[config.mk]
export PLATFORM = sky130hd
export DESIGN_NAME = mips_cpu_lsu
export DESIGN_NICKNAME = d
export VERILOG_FILES = /design/src/rtl/mips_cpu_lsu.sv
export SDC_FILE = /design/constraint.sdc
export NUM_CORES = 1
export LEC_CHECK = 0
export ABC_CLOCK_PERIOD_IN_PS = 2150
export BUFFER_PORTS_ARGS = -buffer_cell sky130_fd_sc_hd__buf_2
export CAP_MARGIN = 30
export CORE_MARGIN = 1
export CORE_UTILIZATION = 25
export DETAILED_ROUTE_END_ITERATION = 16
export PLACE_DENSITY = 0.53
export SLEW_MARGIN = 25
export SYNTH_ARGS = -nofsm -noshare
export SYNTH_HDL_FRONTEND = slang
export SYNTH_SLANG_ARGS = --single-unit
[constraint.sdc]
create_clock -name clk -period 2.15 [get_ports clk]
set_clock_uncertainty 0.15 [all_clocks]
set_input_delay 0.43 -clock clk [delete_from_list [all_inputs] [get_ports clk]]
set_output_delay 0.43 -clock clk [all_outputs]
set_load 0.01 [all_outputs]
[src/rtl/mips_cpu_lsu.sv]
`default_nettype none
// ============================================================================
// Module   : mips_cpu_lsu
// Purpose  : Load/store unit between the MIPS core execute/memory stage and a
//            32-bit Avalon-MM style memory bus. Accepts one request at a time,
//            issues a single bus transaction with word address, byte lanes and
//            lane-aligned write data, honours waitrequest, and returns a
//            sign/zero-extended load result.
// Ports    : clk, reset_n (async, active low)
//            req_valid/req_ready/req_op/req_addr/req_wdata : core request
//            resp_valid/resp_rdata/resp_err                 : core response
//            avm_address/avm_read/avm_write/avm_writedata/
//            avm_byteenable/avm_waitrequest/avm_readdata    : memory bus
// Config   : define LSU_MISALIGN_TRAP_EN to turn misaligned halfword/word
//            accesses into an error response with no bus access; otherwise
//            the low address bits are ignored and resp_err is tied low.
// Revision : 1.0 - initial release
// ============================================================================
module mips_cpu_lsu #(
    parameter logic [31:0] RESET_VECTOR = 32'hBFC00000
) (
    input  logic        clk,
    input  logic        reset_n,
    input  logic        req_valid,
    output logic        req_ready,
    input  logic [2:0]  req_op,
    input  logic [31:0] req_addr,
    input  logic [31:0] req_wdata,
    output logic        resp_valid,
    output logic [31:0] resp_rdata,
    output logic        resp_err,
    output logic [31:0] avm_address,
    output logic        avm_read,
    output logic        avm_write,
    output logic [31:0] avm_writedata,
    output logic [3:0]  avm_byteenable,
    input  logic        avm_waitrequest,
    input  logic [31:0] avm_readdata
);

    localparam logic [1:0] c_sz_byte = 2'd0;
    localparam logic [1:0] c_sz_half = 2'd1;
    localparam logic [1:0] c_sz_word = 2'd2;

    typedef enum logic [1:0] {
        IDLE   = 2'd0,
        BUS    = 2'd1,
        RDWAIT = 2'd2,
        RESP   = 2'd3
    } state_t;

    state_t      r_state;
    state_t      w_state_nxt;

    // Captured request
    logic [29:0] r_addr_word;
    logic [1:0]  r_off;
    logic [1:0]  r_size;
    logic        r_signed;
    logic        r_is_store;

    // Registered bus drive and load result
    logic        r_avm_read;
    logic        r_avm_write;
    logic [31:0] r_wdata;
    logic [3:0]  r_be;
    logic [31:0] r_rdata;

    // Request decode
    logic [1:0]  w_size;
    logic        w_is_store;
    logic        w_signed;
    logic [1:0]  w_off;
    logic [3:0]  w_be;
    logic [31:0] w_lane_mask;
    logic [31:0] w_wdata;
    logic        w_trap;

    // Load extraction
    logic [31:0] w_rd_shift;
    logic [31:0] w_load_ext;

    always_comb begin
        w_size     = c_sz_word;
        w_is_store = 1'b0;
        w_signed   = 1'b0;
        case (req_op)
            3'b000: begin w_size = c_sz_byte; w_signed = 1'b1; end
            3'b001: begin w_size = c_sz_byte; end
            3'b010: begin w_size = c_sz_half; w_signed = 1'b1; end
            3'b011: begin w_size = c_sz_half; end
            3'b100: begin w_size = c_sz_word; end
            3'b101: begin w_size = c_sz_byte; w_is_store = 1'b1; end
            3'b110: begin w_size = c_sz_half; w_is_store = 1'b1; end
            3'b111: begin w_size = c_sz_word; w_is_store = 1'b1; end
        endcase
    end

    // Halfwords drop addr[0] and words drop addr[1:0]; in the trapping build
    // those accesses never reach the bus, so the same offset rule serves both.
    always_comb begin
        w_off = 2'b00;
        w_be  = 4'b1111;
        case (w_size)
            c_sz_byte: begin
                w_off = req_addr[1:0];
                w_be  = 4'b0001 << w_off;
            end
            c_sz_half: begin
                w_off = {req_addr[1], 1'b0};
                w_be  = 4'b0011 << w_off;
            end
            default: begin
                w_off = 2'b00;
                w_be  = 4'b1111;
            end
        endcase
    end

    // Mask after shifting so stray upper bits of the right-justified store
    // data never leak into lanes that are not enabled.
    assign w_lane_mask = {{8{w_be[3]}}, {8{w_be[2]}}, {8{w_be[1]}}, {8{w_be[0]}}};
    assign w_wdata     = (req_wdata << {w_off, 3'b000}) & w_lane_mask;

`ifdef LSU_MISALIGN_TRAP_EN
    assign w_trap = ((w_size == c_sz_half) && req_addr[0]) ||
                    ((w_size == c_sz_word) && (req_addr[1:0] != 2'b00));
`else
    assign w_trap = 1'b0;
`endif

    assign w_rd_shift = avm_readdata >> {r_off, 3'b000};

    always_comb begin
        w_load_ext = w_rd_shift;
        case (r_size)
            c_sz_byte: w_load_ext = {{24{r_signed & w_rd_shift[7]}},  w_rd_shift[7:0]};
            c_sz_half: w_load_ext = {{16{r_signed & w_rd_shift[15]}}, w_rd_shift[15:0]};
            default:   w_load_ext = w_rd_shift;
        endcase
    end

    // ------------------------------------------------------------------
    // State machine
    // ------------------------------------------------------------------
    always_ff @(posedge clk or negedge reset_n) begin
        if (!reset_n) begin
            r_state <= IDLE;
        end else begin
            r_state <= w_state_nxt;
        end
    end

    always_comb begin
        w_state_nxt = r_state;
        case (r_state)
            IDLE: begin
                if (req_valid) begin
                    w_state_nxt = w_trap ? RESP : BUS;
                end
            end
            BUS: begin
                if (!avm_waitrequest) begin
                    w_state_nxt = r_is_store ? RESP : RDWAIT;
                end
            end
            RDWAIT:  w_state_nxt = RESP;
            RESP:    w_state_nxt = IDLE;
            default: w_state_nxt = IDLE;
        endcase
    end

    // ------------------------------------------------------------------
    // Request capture, bus drive and load result
    // ------------------------------------------------------------------
    always_ff @(posedge clk or negedge reset_n) begin
        if (!reset_n) begin
            r_addr_word <= '0;
            r_off       <= 2'b00;
            r_size      <= c_sz_byte;
            r_signed    <= 1'b0;
            r_is_store  <= 1'b0;
            r_avm_read  <= 1'b0;
            r_avm_write <= 1'b0;
            r_wdata     <= '0;
            r_be        <= 4'b0000;
            r_rdata     <= '0;
        end else begin
            case (r_state)
                IDLE: begin
                    if (req_valid) begin
                        r_addr_word <= req_addr[31:2];
                        r_off       <= w_off;
                        r_size      <= w_size;
                        r_signed    <= w_signed;
                        r_is_store  <= w_is_store;
                        r_rdata     <= '0;
                        if (!w_trap) begin
                            r_avm_read  <= ~w_is_store;
                            r_avm_write <= w_is_store;
                            r_wdata     <= w_wdata;
                            r_be        <= w_be;
                        end
                    end
                end
                BUS: begin
                    // Everything stays frozen while the slave stalls.
                    if (!avm_waitrequest) begin
                        r_avm_read  <= 1'b0;
                        r_avm_write <= 1'b0;
                        r_wdata     <= '0;
                        r_be        <= 4'b0000;
                    end
                end
                RDWAIT: begin
                    r_rdata <= w_load_ext;
                end
                default: begin
                end
            endcase
        end
    end

`ifdef LSU_MISALIGN_TRAP_EN
    logic r_err;

    always_ff @(posedge clk or negedge reset_n) begin
        if (!reset_n) begin
            r_err <= 1'b0;
        end else if ((r_state == IDLE) && req_valid) begin
            r_err <= w_trap;
        end
    end

    assign resp_err = r_err;
`else
    assign resp_err = 1'b0;
`endif

    assign req_ready      = (r_state == IDLE);
    assign resp_valid     = (r_state == RESP);
    assign resp_rdata     = r_rdata;
    assign avm_address    = (r_state == IDLE) ? {RESET_VECTOR[31:2], 2'b00}
                                              : {r_addr_word, 2'b00};
    assign avm_read       = r_avm_read;
    assign avm_write      = r_avm_write;
    assign avm_writedata  = r_wdata;
    assign avm_byteenable = r_be;

endmodule
`default_nettype wire

==> out/summary.txt <==
Clk pin slew, worst setup/hold paths = 80 ps
DRT Wirelength = 16.6 mm
antenna violation net count after detailed routing = 0
max-slew violations = 0
Final Util = 0.348
Main synth FF type = dfrtp_1
drt first pass iters = 4
max cap viols = 0
startpoint types = register
core area = 21000 µm²
Lkg Pwr = 0.00360 µW
Yosys cell types = 42
1st-iter DRT viols = 284
start point of the worst hold path = req_addr[3]
H-tree levels = 3
via count = 4696
row count = 53
I/O pin cnt = 208
critical path class = register to output port
slowest stage cell, crit path = dfrtp_1
Post-synth ARST share = 1.00
CP Max Fanout = 7
Longest Clk Path Bufs = 2
Hold Path End = r_addr_word[1]
CP max stage delay = 360 ps
CTS root buffer = clkbuf_16
critical-path cell list = inv_2 -> ha_4 -> clkbuf_16 -> or2_4 -> buf_6
post-layout net count = 829
Multi-input gate area = 2500 µm²
most frequent cells in the layout = buf_2, dfrtp_1, nand2_1
GRT overflow = 0
Vias/cell = 4.69
Area Overhead vs Synth = 36.6%
n_diodes = 0
Cells after Synth = 509
CTS sink cnt = 108
Mapped Avg Cell Area = 10.5 µm²
register area share after synthesis = 0.505
HP Class = input port to register
I/O Buffers = 204
Post-Layout Cell Count = 1002
DP Wirelength = 12.2 mm
Initial Util = 0.254
Yosys warning count = 0
mapped cell area = 5350 µm²
reg2reg path depth = 6
Finish-stage setup viols = 0
WP data required = 1570 ps
worst path bufs/invs = 3
Reg-to-Reg Start = r_state[1]
die area = 22000 µm²
Placed Instances = 979
Period minus WS final = 2090 ps
WL/cell = 16.6 µm
Final Hold Fails = 0
layout cells sized above 1 = 0.436
worst-margin pin slew = 628 ps
clk_lat worst skew = 350 ps
EDFF count, synth = 0
period utilisation layout = 0.970
final RePlAce weighted congestion = 0.826
Total GRT Usage = 0.152
WHS Path Cells = 2
#FFs+latches synth = 108
CTS Buf Count = 9
vias in the first global route = 4546
reg-to-reg setup timing slack = 130 ps
CP Depth = 5
worst reg2reg endpoint = resp_rdata[22]
Filler cells = 2169
initial antenna violation count = 1
VDD IR-drop max = 668 µV
drt drc = 0
largest net degree at the start of global routing = 47
Rel. slew slack = 0.580
Worst setup EP type = output port
first-pass GRT wire length = 25.7 mm
Die Y = 148 µm
highest clock rate = 479 MHz
Die X = 148 µm
CP Data Arrival Time = 1510 ps
pwr dens = 1380 nW/µm²
Crit path max-delay family = flip-flops
CTS tree = built
commonest non-fill, non-tap cell in the layout = buf_2
outcome = completed
register area = 2700 µm²
==> state kept, by name, indices dropped and copies added, names as in the netlist <==
register / count
r_is_store: 1
r_size: 2
avm_read: 1
r_off: 2
r_state: 2
avm_write: 1
r_addr_word: 30
resp_rdata: 32
avm_byteenable: 4
r_signed: 1
avm_writedata: 32
==> report_power, final <==
group	internal [µW]	switching (µW)	total, µW
Sequential	2890	491	3380
Combinational	2510	2580	5090
Clock	794	819	1610
==> area by class of cell <==
class	count	share of cell area
clock inverters	7	0.00719
well taps	275	0.0471
clock buffers	9	0.0308
multi-input cells	356	0.342
inverters	5	0.00257
flip-flops and latches	108	0.370
repair buffers	242	0.200
==> layer usage <==
metal | part of all wire | up-vias | GRT usage
met3 | 0.059 | 11 | 0.0356
met5 | 0.00078 | - | 0
met2 | 0.46 | 138 | 0.233
met4 | 0.010 | 2 | 0.0433
li1 | - | 2274 | -
met1 | 0.47 | 2271 | 0.212
==> cell families (layout without fill, tap and decap cells) <==
kind of cell / after synthesis / in the layout / share of synthesized area
AO/OA/AOI/OAI: 143 / 143 / 0.186
XOR/XNOR: 2 / 2 / 0.00328
adder cells (fa/ha/maj): 4 / 4 / 0.00936
buffers and inverters: 47 / 263 / 0.0384
flip-flops: 108 / 108 / 0.505
multiplexers: 56 / 56 / 0.118
other: 1 / 3 / 0.000701
AND/OR/NAND/NOR: 148 / 148 / 0.139
==> repair_timing <==
| item | in CTS | in global routing |
|---|---|---|
| buffers inserted | 1 | 4 |
| gates resized for setup | 4 | 23 |
| setup endpoints to repair | 38 | 43 |
| pin swaps | 1 | 1 |
| endpoints found under the hold margin | 30 | 0 |
| cloned | 0 | 1 |
| hold buffers | 1 | 0 |
==> worst max-delay path by stage <==
stage                           from         endpoint  slack (ps)
final                     r_state[1]  avm_address[24]          60
after floorplan           r_state[0]   resp_rdata[24]          80
after CTS                 r_state[0]  avm_address[24]         0.2
after global placement    r_state[1]   resp_rdata[20]          80
after detailed placement  r_state[1]   resp_rdata[18]         -10
after global routing      r_state[1]  avm_address[19]          -8
==> worst register-to-register path: cells and delay by family, from the launching register on <==
family / cells / cell delay (ps)
buffers and inverters: 1 / 60
adders and majority gates: 1 / 200
AOI/OAI and AO/OA: 1 / 240
DFF: 1 / 360
and+or+nand+nor: 3 / 940
==> synth_stat cells, drive strengths merged (4+ instances only) <==
cell     count  area, µm²
dfrtp      108       2700
nand2       50        188
o21ai       42        210
mux2        37        417
clkbuf      36        136
a21oi       27        135
nor2b       24        150
nor2        20       75.1
mux2i       17        170
nand3       16       80.1
a221o       15        150
o2bb2ai     15        131
or2         11       68.8
and3        10       62.6
a22o         9       78.8
a32o         9       90.1
o31ai        9       67.6
a211oi       8       60.1
and2         8       50.1
buf          6       50.0
inv          5       18.8
nand2b       5       31.3
ha           4       50.1
==> stage by stage <==
stage	power [µW]	area, µm²	hold WS (ps)	setup WS [ps]	setup TNS [ps]
2_1_floorplan	6190	5370	-15.6	78.7	0
3_3_place_gp	8100	6850	261	81.8	0
3_5_place_dp	8120	6850	261	-10.8	-17.8
4_1_cts	9840	7160	132	0.197	0
5_1_grt	10800	7310	131	-8.02	-17.6
6_report	10100	7310	147	64.1	0
No activity file was read; power rests on OpenSTA's default activity.
